$ cat src/rtl/loader_pkg.sv
// Shared types and helpers for the flash region loader.
// Holds the sequencer state encoding and the helper used to slice the
// flattened per-region configuration buses.
package loader_pkg;

  typedef enum logic [2:0] {
    IDLE,
    SELECT,
    START,
    WAIT_BUSY,
    RUN,
    CHECK,
    DONE
  } state_e;

  localparam int MAX_REGIONS = 8;
  // Wide enough to hold MAX_REGIONS itself, which marks "past the last region".
  localparam int IDX_W = $clog2(MAX_REGIONS + 1);

  // Low bit of a region's field inside a flattened {region N-1 .. region 0} bus.
  function automatic int slice_lo(input int region, input int width);
    return region * width;
  endfunction

endpackage

$ cat src/rtl/toggle_byte_capture.sv
// Byte capture for the toggle handshake of the SPI flash loader.
// A change of fl_req against its registered copy marks a new byte; the byte
// is written one clock later and fl_ack follows fl_req. Bytes outside the
// accept window are still acknowledged, but no write happens and they are
// not counted.
module toggle_byte_capture #(
  parameter int A_BITS   = 14,
  parameter int LEN_BITS = 16
) (
  input  logic                clk_i,
  input  logic                reset_i,
  input  logic                fl_req_i,
  input  logic [A_BITS-1:0]   fl_a_i,
  input  logic [7:0]          fl_q_i,
  input  logic                accept_i,
  input  logic                clr_cnt_i,
  output logic                toggle_o,
  output logic                fl_ack_o,
  output logic                wr_strobe_o,
  output logic [A_BITS-1:0]   wr_addr_o,
  output logic [7:0]          wr_data_o,
  output logic [LEN_BITS:0]   byte_cnt_o
);

  logic                req_q, req_d;
  logic                strobe_q, strobe_d;
  logic [A_BITS-1:0]   addr_q, addr_d;
  logic [7:0]          data_q, data_d;
  logic [LEN_BITS:0]   cnt_q, cnt_d;

  assign toggle_o = (fl_req_i != req_q);

  // Next-state for the capture registers.
  always_comb begin
    req_d    = fl_req_i;
    strobe_d = toggle_o && accept_i;
    addr_d   = addr_q;
    data_d   = data_q;
    cnt_d    = cnt_q;
    if (toggle_o && accept_i) begin
      addr_d = fl_a_i;
      data_d = fl_q_i;
    end
    // Counting on the detect edge lets a byte that lands as busy falls
    // already show up in the count on the following CHECK cycle.
    if (clr_cnt_i) begin
      cnt_d = '0;
    end else if (toggle_o && accept_i) begin
      cnt_d = cnt_q + 1'b1;
    end
  end

  // Capture registers with synchronous reset.
  always_ff @(posedge clk_i) begin
    if (reset_i) begin
      req_q    <= 1'b0;
      strobe_q <= 1'b0;
      addr_q   <= '0;
      data_q   <= '0;
      cnt_q    <= '0;
    end else begin
      req_q    <= req_d;
      strobe_q <= strobe_d;
      addr_q   <= addr_d;
      data_q   <= data_d;
      cnt_q    <= cnt_d;
    end
  end

  assign fl_ack_o    = req_q;
  assign wr_strobe_o = strobe_q;
  assign wr_addr_o   = addr_q;
  assign wr_data_o   = data_q;
  assign byte_cnt_o  = cnt_q;

endmodule

$ cat src/rtl/flash_region_loader.sv
// Boot-time sequencer copying up to REGIONS flash regions into cart/ROM BRAM.
// done_o holds the machine in reset until every enabled region is processed.
// Optional LOADER_TIMEOUT_EN: per-region watchdog over WAIT_BUSY+RUN that flags
// the region and forces CHECK after TIMEOUT_CYCLES.
//
// state     | meaning
// IDLE      | after reset, waiting for slot_valid
// SELECT    | pick region idx; skip disabled / zero-length, or finish
// START     | one-cycle start pulse to the flash loader
// WAIT_BUSY | waiting for the flash loader to raise busy
// RUN       | bytes streaming in; waiting for busy to drop
// CHECK     | compare byte count with length, advance to next region
// DONE      | all regions processed; reload restarts the sequence
module flash_region_loader
  import loader_pkg::*;
#(
  parameter int REGIONS  = 4,
  parameter int A_BITS   = 14,
  parameter int LEN_BITS = 16,
  parameter int OFS_BITS = 24
`ifdef LOADER_TIMEOUT_EN
  ,
  parameter int TIMEOUT_CYCLES = 1 << 22
`endif
) (
  input  logic                         clk_i,
  input  logic                         reset_i,
  input  logic                         slot_valid_i,
  input  logic                         reload_i,
  input  logic [REGIONS-1:0]           region_en_i,
  input  logic [REGIONS*A_BITS-1:0]    region_dest_i,
  input  logic [REGIONS*OFS_BITS-1:0]  region_ofs_i,
  input  logic [REGIONS*LEN_BITS-1:0]  region_len_i,
  output logic                         fl_start_o,
  output logic [A_BITS-1:0]            fl_start_addr_o,
  output logic [OFS_BITS-1:0]          fl_offset_o,
  output logic [LEN_BITS-1:0]          fl_amount_o,
  input  logic                         fl_busy_i,
  input  logic                         fl_req_i,
  input  logic [A_BITS-1:0]            fl_a_i,
  input  logic [7:0]                   fl_q_i,
  output logic                         fl_ack_o,
  output logic                         wr_strobe_o,
  output logic [A_BITS-1:0]            wr_addr_o,
  output logic [7:0]                   wr_data_o,
  output logic [2:0]                   cur_region_o,
  output logic                         done_o,
  output logic [REGIONS-1:0]           error_o
);

  state_e               state_q, state_d;
  logic [IDX_W-1:0]     idx_q, idx_d;
  logic [A_BITS-1:0]    dest_q, dest_d;
  logic [OFS_BITS-1:0]  ofs_q, ofs_d;
  logic [LEN_BITS-1:0]  len_q, len_d;
  logic [REGIONS-1:0]   err_q, err_d;

  logic                 sel_en;
  logic [A_BITS-1:0]    sel_dest;
  logic [OFS_BITS-1:0]  sel_ofs;
  logic [LEN_BITS-1:0]  sel_len;
  logic [REGIONS-1:0]   cur_bit;

  logic                 toggle;
  logic                 accept;
  logic                 clr_cnt;
  logic                 dropping;
  logic [LEN_BITS:0]    byte_cnt;

`ifdef LOADER_TIMEOUT_EN
  localparam int WD_W = (TIMEOUT_CYCLES > 2) ? $clog2(TIMEOUT_CYCLES) : 1;
  logic [WD_W-1:0] wd_q, wd_d;
  logic            drop_q, drop_d;
  assign dropping = drop_q;
`else
  assign dropping = 1'b0;
`endif

  assign accept = ((state_q == WAIT_BUSY) || (state_q == RUN)) && !dropping;

  // Region table lookup for the current index; cur_bit is empty past the end.
  always_comb begin
    sel_en   = 1'b0;
    sel_dest = '0;
    sel_ofs  = '0;
    sel_len  = '0;
    cur_bit  = '0;
    for (int r = 0; r < REGIONS; r++) begin
      if (idx_q == IDX_W'(r)) begin
        sel_en     = region_en_i[r];
        sel_dest   = region_dest_i[slice_lo(r, A_BITS) +: A_BITS];
        sel_ofs    = region_ofs_i[slice_lo(r, OFS_BITS) +: OFS_BITS];
        sel_len    = region_len_i[slice_lo(r, LEN_BITS) +: LEN_BITS];
        cur_bit[r] = 1'b1;
      end
    end
  end

  // Sequencer next-state, region latch and error flag updates.
  always_comb begin
    state_d = state_q;
    idx_d   = idx_q;
    dest_d  = dest_q;
    ofs_d   = ofs_q;
    len_d   = len_q;
    err_d   = err_q;
    clr_cnt = 1'b0;
`ifdef LOADER_TIMEOUT_EN
    wd_d    = wd_q;
    drop_d  = drop_q;
`endif
    case (state_q)
      IDLE: begin
        if (slot_valid_i) state_d = SELECT;
      end
      SELECT: begin
        if (idx_q >= IDX_W'(REGIONS)) begin
          state_d = DONE;
        end else if (!sel_en || (sel_len == '0)) begin
          idx_d = idx_q + 1'b1;
        end else begin
          // Latched here so the flash loader sees stable values START..CHECK.
          dest_d  = sel_dest;
          ofs_d   = sel_ofs;
          len_d   = sel_len;
          state_d = START;
        end
      end
      START: begin
        clr_cnt = 1'b1;
        state_d = WAIT_BUSY;
`ifdef LOADER_TIMEOUT_EN
        wd_d    = WD_W'(TIMEOUT_CYCLES - 1);
        drop_d  = 1'b0;
`endif
      end
      WAIT_BUSY: begin
        if (fl_busy_i) state_d = RUN;
      end
      RUN: begin
        if (!fl_busy_i) state_d = CHECK;
      end
      CHECK: begin
        // A timed-out region is already flagged; its partial count is meaningless.
        if (!dropping && (byte_cnt != {1'b0, len_q})) err_d = err_d | cur_bit;
        idx_d   = idx_q + 1'b1;
        state_d = SELECT;
      end
      DONE: begin
        if (reload_i) begin
          idx_d   = '0;
          err_d   = '0;
          clr_cnt = 1'b1;
          state_d = SELECT;
        end
      end
      default: state_d = IDLE;
    endcase

`ifdef LOADER_TIMEOUT_EN
    if (((state_q == WAIT_BUSY) || (state_q == RUN)) && !drop_q) begin
      if (wd_q == '0) begin
        err_d   = err_d | cur_bit;
        drop_d  = 1'b1;
        state_d = CHECK;
      end else begin
        wd_d = wd_q - 1'b1;
      end
    end
`endif

    // Bytes arriving when no transfer is open are a loader protocol fault.
    if (toggle && !accept && !dropping) err_d = err_d | cur_bit;
  end

  // Sequencer state register.
  always_ff @(posedge clk_i) begin
    if (reset_i) begin
      state_q <= IDLE;
      idx_q   <= '0;
      dest_q  <= '0;
      ofs_q   <= '0;
      len_q   <= '0;
      err_q   <= '0;
    end else begin
      state_q <= state_d;
      idx_q   <= idx_d;
      dest_q  <= dest_d;
      ofs_q   <= ofs_d;
      len_q   <= len_d;
      err_q   <= err_d;
    end
  end

`ifdef LOADER_TIMEOUT_EN
  // Watchdog down-counter and drop flag for the timed-out region.
  always_ff @(posedge clk_i) begin
    if (reset_i) begin
      wd_q   <= '0;
      drop_q <= 1'b0;
    end else begin
      wd_q   <= wd_d;
      drop_q <= drop_d;
    end
  end
`endif

  toggle_byte_capture #(
    .A_BITS   (A_BITS),
    .LEN_BITS (LEN_BITS)
  ) u_capture (
    .clk_i       (clk_i),
    .reset_i     (reset_i),
    .fl_req_i    (fl_req_i),
    .fl_a_i      (fl_a_i),
    .fl_q_i      (fl_q_i),
    .accept_i    (accept),
    .clr_cnt_i   (clr_cnt),
    .toggle_o    (toggle),
    .fl_ack_o    (fl_ack_o),
    .wr_strobe_o (wr_strobe_o),
    .wr_addr_o   (wr_addr_o),
    .wr_data_o   (wr_data_o),
    .byte_cnt_o  (byte_cnt)
  );

  assign fl_start_o      = (state_q == START);
  assign fl_start_addr_o = dest_q;
  assign fl_offset_o     = ofs_q;
  assign fl_amount_o     = len_q;
  assign cur_region_o    = idx_q[2:0];
  assign done_o          = (state_q == DONE);
  assign error_o         = err_q;

endmodule

$ cat config.mk
export PLATFORM = sky130hd
export DESIGN_NAME = flash_region_loader
export DESIGN_NICKNAME = d
export VERILOG_FILES = /design/src/rtl/loader_pkg.sv /design/src/rtl/toggle_byte_capture.sv /design/src/rtl/flash_region_loader.sv
export SDC_FILE = /design/constraint.sdc
export NUM_CORES = 1
export LEC_CHECK = 0
export ABC_AREA = 1
export ABC_CLOCK_PERIOD_IN_PS = 5930
export CAP_MARGIN = 15
export CELL_PAD_IN_SITES_DETAIL_PLACEMENT = 1
export CELL_PAD_IN_SITES_GLOBAL_PLACEMENT = 2
export CORE_ASPECT_RATIO = 1.2
export CORE_MARGIN = 2
export CORE_UTILIZATION = 21
export CTS_CLUSTER_SIZE = 8
export DETAILED_ROUTE_END_ITERATION = 10
export PLACE_DENSITY = 0.92
export SLEW_MARGIN = 25
export SYNTH_ARGS = -nofsm -noshare
export SYNTH_HDL_FRONTEND = slang
export SYNTH_SLANG_ARGS = --single-unit
$ cat constraint.sdc
create_clock -name clk_i -period 5.93 [get_ports clk_i]
set_clock_uncertainty 0.2 [all_clocks]
set_input_delay 0.593 -clock clk_i [delete_from_list [all_inputs] [get_ports clk_i]]
set_output_delay 0.593 -clock clk_i [all_outputs]
set_load 0.005 [all_outputs]
Word-level counts from Yosys, hierarchy flattened:

Index checks and enable logic that the tools add are counted.

* flip-flop bits (word level): 106
* bits of input ports: 248
* output and inout bits: 87
* word-level logic and storage cells: 87

* $add $sub $neg: 2
* $lt $le $gt $ge: 1
* equal/unequal tests: 18
* multiplexer cells: 37
* bitwise gates (word level): 4
* reduce and logical (&&, ||, !) cells: 14

Operators with widths (number)
* $mux 24: 4
* $mux 16: 4
* $mux 14: 4
* $mux 4: 6
* $pmux 3 s7: 1
* $mux 3: 6
* $add 17x1->17 const B: 1
* $ne 17x16->1: 1
* $logic_not 16->1: 1
* $ne 2x2->1 const B: 6
* $pmux 4 s3: 1
* $eq 3x3->1 const B: 3
* $mux 1: 9
* $eq 4x2->1 const B: 2
* $or 4x4->4: 2
* $pmux 4 s2: 1
* $eq 3x2->1 const B: 2
* $reduce_and 5->1: 1
* $add 4x1->4 const B: 1
* $eq 4x1->1 const B: 1
* $ge 4x3->1 const B: 1
* $logic_not 4->1: 1
* $reduce_and 4->1: 1
* $eq 3x1->1 const B: 1
* 11 further kinds: 15

Depth between registers and ports, before layout:

Gate-level depths: netlist of the first run.

* depth in word-level cells: 10
* mapped depth: 19
* mapped depth without buffers: 16

Modules after synthesis:

A second synthesis of the first run with hierarchy kept.

* cells, all modules: 1093
* area total of the unflattened synthesis: 6749.0 um^2

Modules (own cells, without submodules)
* flash_region_loader: times used 1, cells an instance 839, area an instance 4963.5 um^2, seq. area each 1301.2 um^2
* toggle_byte_capture: times used 1, cells an instance 254, area an instance 1785.5 um^2, seq. area each 820.8 um^2

Least setup slack after synthesis of the first run:

No wires, ideal clock.

* path kind: register to register
* from: register idx_q[0]
* to: register idx_q[2]
* setup time: 0.132 ns
* arrival time: 2.142 ns
* slack: 3.456 ns
* cell stages (with the launch flop): 19
* path through: dfxtp_1 -> inv_1 -> ha_1 -> clkbuf_1 -> nand2_2 -> buf_2 -> o21ai_1 -> inv_1 -> nand2_1 -> nand2_1 -> nor2_1 -> nand2_1 -> nor2_1 -> nand2_2 -> nand3_2 -> buf_6 -> nand2_2 -> nand2_1 -> a21oi_1

* cells in the longest elaborated chain, start to end: 9
* elaborated cells on any way between the ends: 23
* those cells by class: add/sub: 1; order compare: 1; eq/ne: 5; mux: 11; reduce/logical: 5

RTL lines
* start, declared: line flash_region_loader.sv:52 `logic [IDX_W-1:0] idx_q, idx_d;`
* start signal, assigned: line flash_region_loader.sv:187 `idx_q <= idx_d;`
* $logic_not 4->1: line flash_region_loader.sv:89 `if (idx_q == IDX_W'(r)) begin`
* $mux 16 or $mux 1 (tied branches) (4 in series): line flash_region_loader.sv:89
* $logic_not 16->1 or $logic_not 1->1 (tied branches): line flash_region_loader.sv:119 `end else if (!sel_en || (sel_len == '0)) begin`
* $logic_or 1x1->1: line flash_region_loader.sv:119
* $ne 2x2->1 (no line)
* $reduce_and 4->1 (no line)

Several ways; a longest one is shown, not always the timed one. The select of a mux whose other input is x is not followed.
A chain may end at the register's enable or synchronous reset.

Worst setup path in the final report of the first run:

* from: register idx_q[0]
* to: register ofs_q[22] (netlist: fl_offset_o[22])

* cells in the longest elaborated chain, start to end: 9
* elaborated cells on any way between the ends: 23
* those cells by class: order compare: 1; eq/ne: 3; mux: 12; bitwise: 2; reduce/logical: 5

RTL lines
* $logic_not 4->1: line flash_region_loader.sv:89
* $mux 16 or $mux 1 (tied branches) (4 in series): line flash_region_loader.sv:89
* $logic_not 16->1 or $logic_not 1->1 (tied branches): line flash_region_loader.sv:119
* $logic_or 1x1->1: line flash_region_loader.sv:119
* $not 1->1 (no line)
* $reduce_and 3->1 (no line)
* end signal, assigned: line flash_region_loader.sv:189 `ofs_q <= ofs_d;`
* end, declared: line flash_region_loader.sv:54 `logic [OFS_BITS-1:0] ofs_q, ofs_d;`

Several ways; a longest one is shown, not always the timed one.

==> results of run 1 <==
worst min-delay path: cells and delay by family, from the launching register on:
kind	cells	cell delay (ns)
AOI/OAI and AO/OA	1	0.05
DFF	1	0.32
and+or+nand+nor	1	0.06
cell usage after synthesis:
cell,n
a31oi_2,1
inv_1,65
xor2_1,11
nor2_4,1
clkbuf_1,43
buf_2,22
inv_2,5
o32ai_1,1
buf_6,2
ha_1,5
nand3_1,167
xnor2_1,3
buf_4,3
o22ai_1,6
nor2_1,128
nand4_1,57
o2111ai_1,1
nor4_1,3
buf_1,15
o21ai_0,106
nand3_2,1
a211oi_1,1
dfxtp_1,106
o211ai_1,3
nand2_1,220
or2_2,1
clkbuf_2,1
nand3b_1,7
nor3_1,6
nand2_2,4
a21oi_1,66
or3_1,2
o21ai_1,9
kinds of logic after synthesis:
logic type      after synthesis  synth area share
flops                       106             0.321
simple gates                597             0.403
buf+inv                     156            0.0968
fa+ha+maj                     5           0.00946
compound gates              194             0.152
xor+xnor                     14            0.0185
final timing paths:
path | cells past startpoint | endpoint | slack, ns | startpoint
hold / removal | 2 | fl_start_addr_o[5]$_SDFFE_PP0P_ | 0.27 | fl_start_addr_o[5]$_SDFFE_PP0P_
hold reg to reg | 2 | fl_start_addr_o[5]$_SDFFE_PP0P_ | 0.27 | fl_start_addr_o[5]$_SDFFE_PP0P_
setup reg to reg | 13 | fl_offset_o[22]$_SDFFE_PP0P_ | 2.07 | idx_q[0]$_SDFFE_PP0P_
setup / recovery | 13 | fl_offset_o[22]$_SDFFE_PP0P_ | 2.07 | idx_q[0]$_SDFFE_PP0P_
layout by cell type (no fill, tap or decap), types with 7 or more instances in the layout:
cell / count
nand2_1: 220
clkdlybuf4s50_1: 333
dfxtp_1: 106
inv_1: 63
nand4_1: 57
xor2_1: 11
clkbuf_16: 9
o21ai_1: 9
buf_4: 12
nand3_1: 167
nor2_1: 126
a21oi_1: 66
o21ai_0: 106
nand3b_1: 7
state kept, by name (all words and copies together), names as in the netlist:
register and cells:
idx_q 4, fl_offset_o 24, fl_amount_o 16, state_q 3, fl_start_addr_o 14, u_capture.byte_cnt_o 17
u_capture.wr_strobe_o 1, u_capture.wr_data_o 8, error_o 4, u_capture.fl_ack_o 1, u_capture.wr_addr_o 14
cell type report:
type                            count  area [sq um]
Sequential cell                   106          2120
Antenna cell                        5          12.5
Clock buffer                       10           239
Multi-Input combinational cell    810          3890
Fill cell                        3942         20700
Timing Repair Buffer              346          3430
Inverter                           70           263
Tap cell                          401           502
Clock inverter                      6          48.8
where the power goes:
part / total [W] / switching, W / internal [W]
Combinational: 0.00279 / 0.00172 / 0.00107
Sequential: 0.00101 / 0.000129 / 0.000881
Clock: 0.000617 / 0.000314 / 0.000303
layer usage:
layer / vias to the layer above / share of wire
met3: 46 / 0.073
met5: - / 0.00040
met1: 3969 / 0.39
met4: 2 / 0.029
li1: 4143 / -
met2: 280 / 0.51
per-stage QoR:
step	util	hold slack [ns]	total power, W
4_1_cts	0.337	0.264	0.00448
3_5_place_dp	0.327	0.252	0.00384
2_1_floorplan	-	0.257	0.00269
5_1_grt	0.337	0.291	0.00483
3_3_place_gp	0.327	0.248	0.00379
6_report	0.337	0.266	0.00442
==> results.cfg, run 1 <==
[logic_synthesis]
yosysSeqAreaShare = 0.321
synth_cell_types = 33
syn_nets = 1325
avgSynthCellArea_sq_um = 6.17
synth.top_cell.area_share = 0.321
syn_inst = 1072
ys_warn_count = 0
synth_area_sq_mm = 0.00662
synth_largest_area_cell = dfxtp_1
synth-seq-cells = 106
synth_area_leaders = dfxtp_1 32%, nand3_1 13%, nand2_1 12%

[critical_path]
worstPathCellList = inv_1 > ha_1 > inv_1 > nor2_4 > buf_4 > nand2_1 > nand2_1 > o211ai_1 > a31oi_4 > nand3_4 > buf_4 > nand2_1 > a21oi_1
worst_path_most_repeated_cell = nand2_1
critical_path.max_stage_delay_ns = 0.59
critPathLaunchType = flip-flop
cp.required_ns = 5.95
crit_type = reg2reg
critPathCaptureType = flip-flop
cp_slowest_cell = ha_1
worstPathMaxFanout = 53
critical_path.top_delay_family = buffers and inverters
crit_buf_inv = 4
arrival_ns = 3.87

[cts]
cts_buffer_depth = 2
worstSkewPairLatency_ns = 0.36
clkSinkCount = 106
cts_htree_levels = 3
cts_resized = 0
hold_buffers = 0
cts_setup_buffers = 0
path_clk_slew_ns = 0.08
numCtsBuffers = 9
clock-root-buffer = clkbuf_16
cts_tree = done

[routing]
drt_iter0_drc = 254
drc = 0
wl_per_cell_microns = 18.4
drt_wl_total_microns = 32300
vias_per_cell = 4.81
firstDrtPassIters = 4
vias = 8440
ant_nets = 0

[global_routing]
grt_pass1_vias = 8827
grt_max_degree = 77
grt_overflow_total = 0
gr-usage-all-layers = 0.191
use_met1 = 0.204
grtUsageMet2 = 0.354
antenna_found_initial = 7
top_usage_layer = met2
grt_pass1_wl_microns = 49100
use_met3 = 0.0571

[die]
initial_core_util = 0.212
die_area_sq_mm = 0.0329
fp.dieH_microns = 198
pin_count = 335
die_x_microns = 166
row_count = 71
core-area_sq_mm = 0.0312

[sta]
finalCritPeriodShare = 0.651
setup_viol = 0
hold_viol = 0
tightest_slew_ns = 0.892
setup_ws_ns = 2.07
slew-limit-headroom = 0.402
rsz0062_at_grt = false
finalSetupTns_ns = 0
fmax_ghz = 0.259
slew_viol_final = 0
finalWorstPathRequiredPeriod_ns = 3.86

[layout]
final_area_sq_mm = 0.0105
syn2layout_area_growth_pct = 58.8
fin_cells = 1754
nets = 1596
drive_gt1_frac = 0.0334

[place]
place_area_sq_mm = 0.0102
place_congestion = 0.851
dp_hpwl_microns = 25100
portBuffers = 334
pre_cts_ws_ns = 2.00
placedCellCount = 1733

[pwr]
leakage_nw = 3.98
p_per_area_mw_per_mm2 = 420
vdd_ir_drop_max_uv = 251

[hold_path]
hp-class = reg2reg

[run]
maxCapViolCount = 0

[outcome]
status = finished clean
No activity file was read; power rests on OpenSTA's default activity.
==> run 2: changes to the inputs <==
Settings changed: ABC_CLOCK_PERIOD_IN_PS 5930 to 3700, CORE_UTILIZATION 21 to 20, PLACE_DENSITY 0.92 to 0.88.
Clock period 5.93 ns to 3.7 ns, I/O delays scaled along.
==> results.cfg, run 2 (synthesized netlist as in run 1, its figures left out) <==
[layout]
largest_register_ffs = 24
nets = 1604
final_cell_mix = 333 x clkdlybuf4s50_1, 220 x nand2_1, 167 x nand3_1
final_common_cell = clkdlybuf4s50_1
fill_cells = 4075
regArea_sq_mm = 0.00212
multi_input_area_sq_mm = 0.00389
syn2layout_area_growth_pct = 59.9
drive_gt1_frac = 0.0383

[hold_path]
hold_depth = 2
holdPathEnd = fl_offset_o[14]$_SDFFE_PP0P_
hp-start = fl_offset_o[14]$_SDFFE_PP0P_
hp-class = reg2reg

[global_routing]
antenna_found_initial = 1
grt_max_degree = 65
grt_pass1_wl_microns = 49600
grt_pass1_vias = 8648
gr-usage-all-layers = 0.185
grt_overflow_total = 0

[critical_path]
worstPathMaxFanout = 56
r2r_slack_ns = 0.38
regToRegStartpoint = idx_q[0]$_SDFFE_PP0P_
arrival_ns = 3.37
critPathCaptureType = flip-flop
r2r_end = fl_amount_o[13]$_SDFFE_PP0P_
worstPathCellList = inv_1 > ha_1 > nand2_8 > inv_1 > nand2_1 > a31oi_4 > nand3_2 > buf_4 > nor2_1 > nor2_1
cp.required_ns = 3.75
critPathLaunchType = flip-flop
worst_r2r_path_depth = 10
startpoint = idx_q[0]$_SDFFE_PP0P_
critical_path.max_stage_delay_ns = 0.49
cp_slowest_cell = a31oi_4
crit_type = reg2reg

[cts]
path_clk_slew_ns = 0.08
hold_buffers = 0
worstSkewPairLatency_ns = 0.36
cts_tree = done
numCtsBuffers = 9
cts_setup_buffers = 0
clock-root-buffer = clkbuf_16
clkSinkCount = 106
cts_htree_levels = 3
cts_buffer_depth = 2

[sta]
slew-limit-headroom = 0.385
fin_hold_ws_ns = 0.263
finalCritPeriodShare = 0.896
tightest_slew_ns = 0.918
hold_viol = 0
setup_ws_ns = 0.384
finalSetupTns_ns = 0
finalWorstPathRequiredPeriod_ns = 3.32
setup_viol = 0
fmax_ghz = 0.302
rsz0062_at_grt = false
slew_viol_final = 0

[pwr]
leakage_nw = 4.02
vdd_ir_drop_max_uv = 269
pwr-share-seq = 0.230
p_sw_w = 0.00346
p_int_w = 0.00365
pwr-share-comb = 0.635
clkPwrFrac = 0.135
p_per_area_mw_per_mm2 = 672
swShare = 0.487

[routing]
firstDrtPassIters = 4
ant_nets = 0
drt_wl_total_microns = 32300
vias = 8421
drc = 0
vias_per_cell = 4.77
wl_per_cell_microns = 18.3
drt_iter0_drc = 394

[run]
maxCapViolCount = 0

[place]
dp_hpwl_microns = 25300
pre_cts_ws_ns = 0.276
place_congestion = 0.853
portBuffers = 334

[die]
pin_count = 335
die_x_microns = 170
die_area_sq_mm = 0.0346
initial_core_util = 0.204
fp.dieH_microns = 203
row_count = 72
core-area_sq_mm = 0.0324

[outcome]
status = finished clean
## run 2: cell types whose count changed in the layout (fill, tap and decap cells not counted), sizes merged
cell / change
clkinv: -1
clkinvlp: +1
buf: +8
diode: -4
## run 2: repair_timing
item	CTS	global route
setup endpoints to repair	0	9
gates resized for setup	0	1
hold endpoints to repair	0	0
## run 2: area by class of cell
| type | instances | area share |
|---|---|---|
| repair buffers | 354 | 0.332 |
| clock inverters | 6 | 0.00473 |
| clock buffers | 10 | 0.0216 |
| flip-flops and latches | 106 | 0.201 |
| diodes | 1 | 0.000236 |
| multi-input cells | 810 | 0.368 |
| inverters | 70 | 0.0248 |
| well taps | 407 | 0.0481 |
## run 2: worst max-delay path by stage
stage	cells past startpoint	to
6_report	10	fl_amount_o[13]$_SDFFE_PP0P_
3_3_place_gp	9	fl_amount_o[9]$_SDFFE_PP0P_
3_5_place_dp	9	fl_amount_o[9]$_SDFFE_PP0P_
4_1_cts	9	fl_amount_o[9]$_SDFFE_PP0P_
2_1_floorplan	18	idx_q[2]$_SDFFE_PP0P_
5_1_grt	10	fl_amount_o[9]$_SDFFE_PP0P_
## run 2: worst max-delay path, delay by kind of cell (launching register included)
family                   cells  cell delay (ns)
adder cells (fa/ha/maj)      1             0.43
AO/OA/AOI/OAI                1             0.49
AND/OR/NAND/NOR              5             1.02
buffers and inverters        3             0.64
flip-flops                   1             0.37
## run 2: power by group through the flow
stage / Sequential (W) / Combinational (W) / Clock [W]
2_1_floorplan: 0.00161 / 0.00270 / 0
3_3_place_gp: 0.00165 / 0.00449 / 0
3_5_place_dp: 0.00166 / 0.00455 / 0
4_1_cts: 0.00164 / 0.00457 / 0.000995
5_1_grt: 0.00167 / 0.00511 / 0.00104
6_report: 0.00163 / 0.00452 / 0.000963
## run 2: metal layers
metal,global-route usage,wire (microns),share of wire,vias to the layer above
met5,0,0,0,-
met4,0.0461,553,0.017,0
met3,0.0510,2450,0.076,26
met2,0.321,15800,0.49,280
met1,0.224,13500,0.42,3963
li1,-,-,-,4152
## run 2: per-stage QoR
step | total power (W) | instances | utilization | area, sq um
3_5_place_dp | 0.00621 | 1747 | 0.317 | 10300
3_3_place_gp | 0.00614 | 1747 | 0.317 | 10300
5_1_grt | 0.00782 | 1764 | 0.326 | 10600
6_report | 0.00712 | 1764 | 0.326 | 10600
4_1_cts | 0.00721 | 1763 | 0.326 | 10600
2_1_floorplan | 0.00431 | 1072 | - | 6620
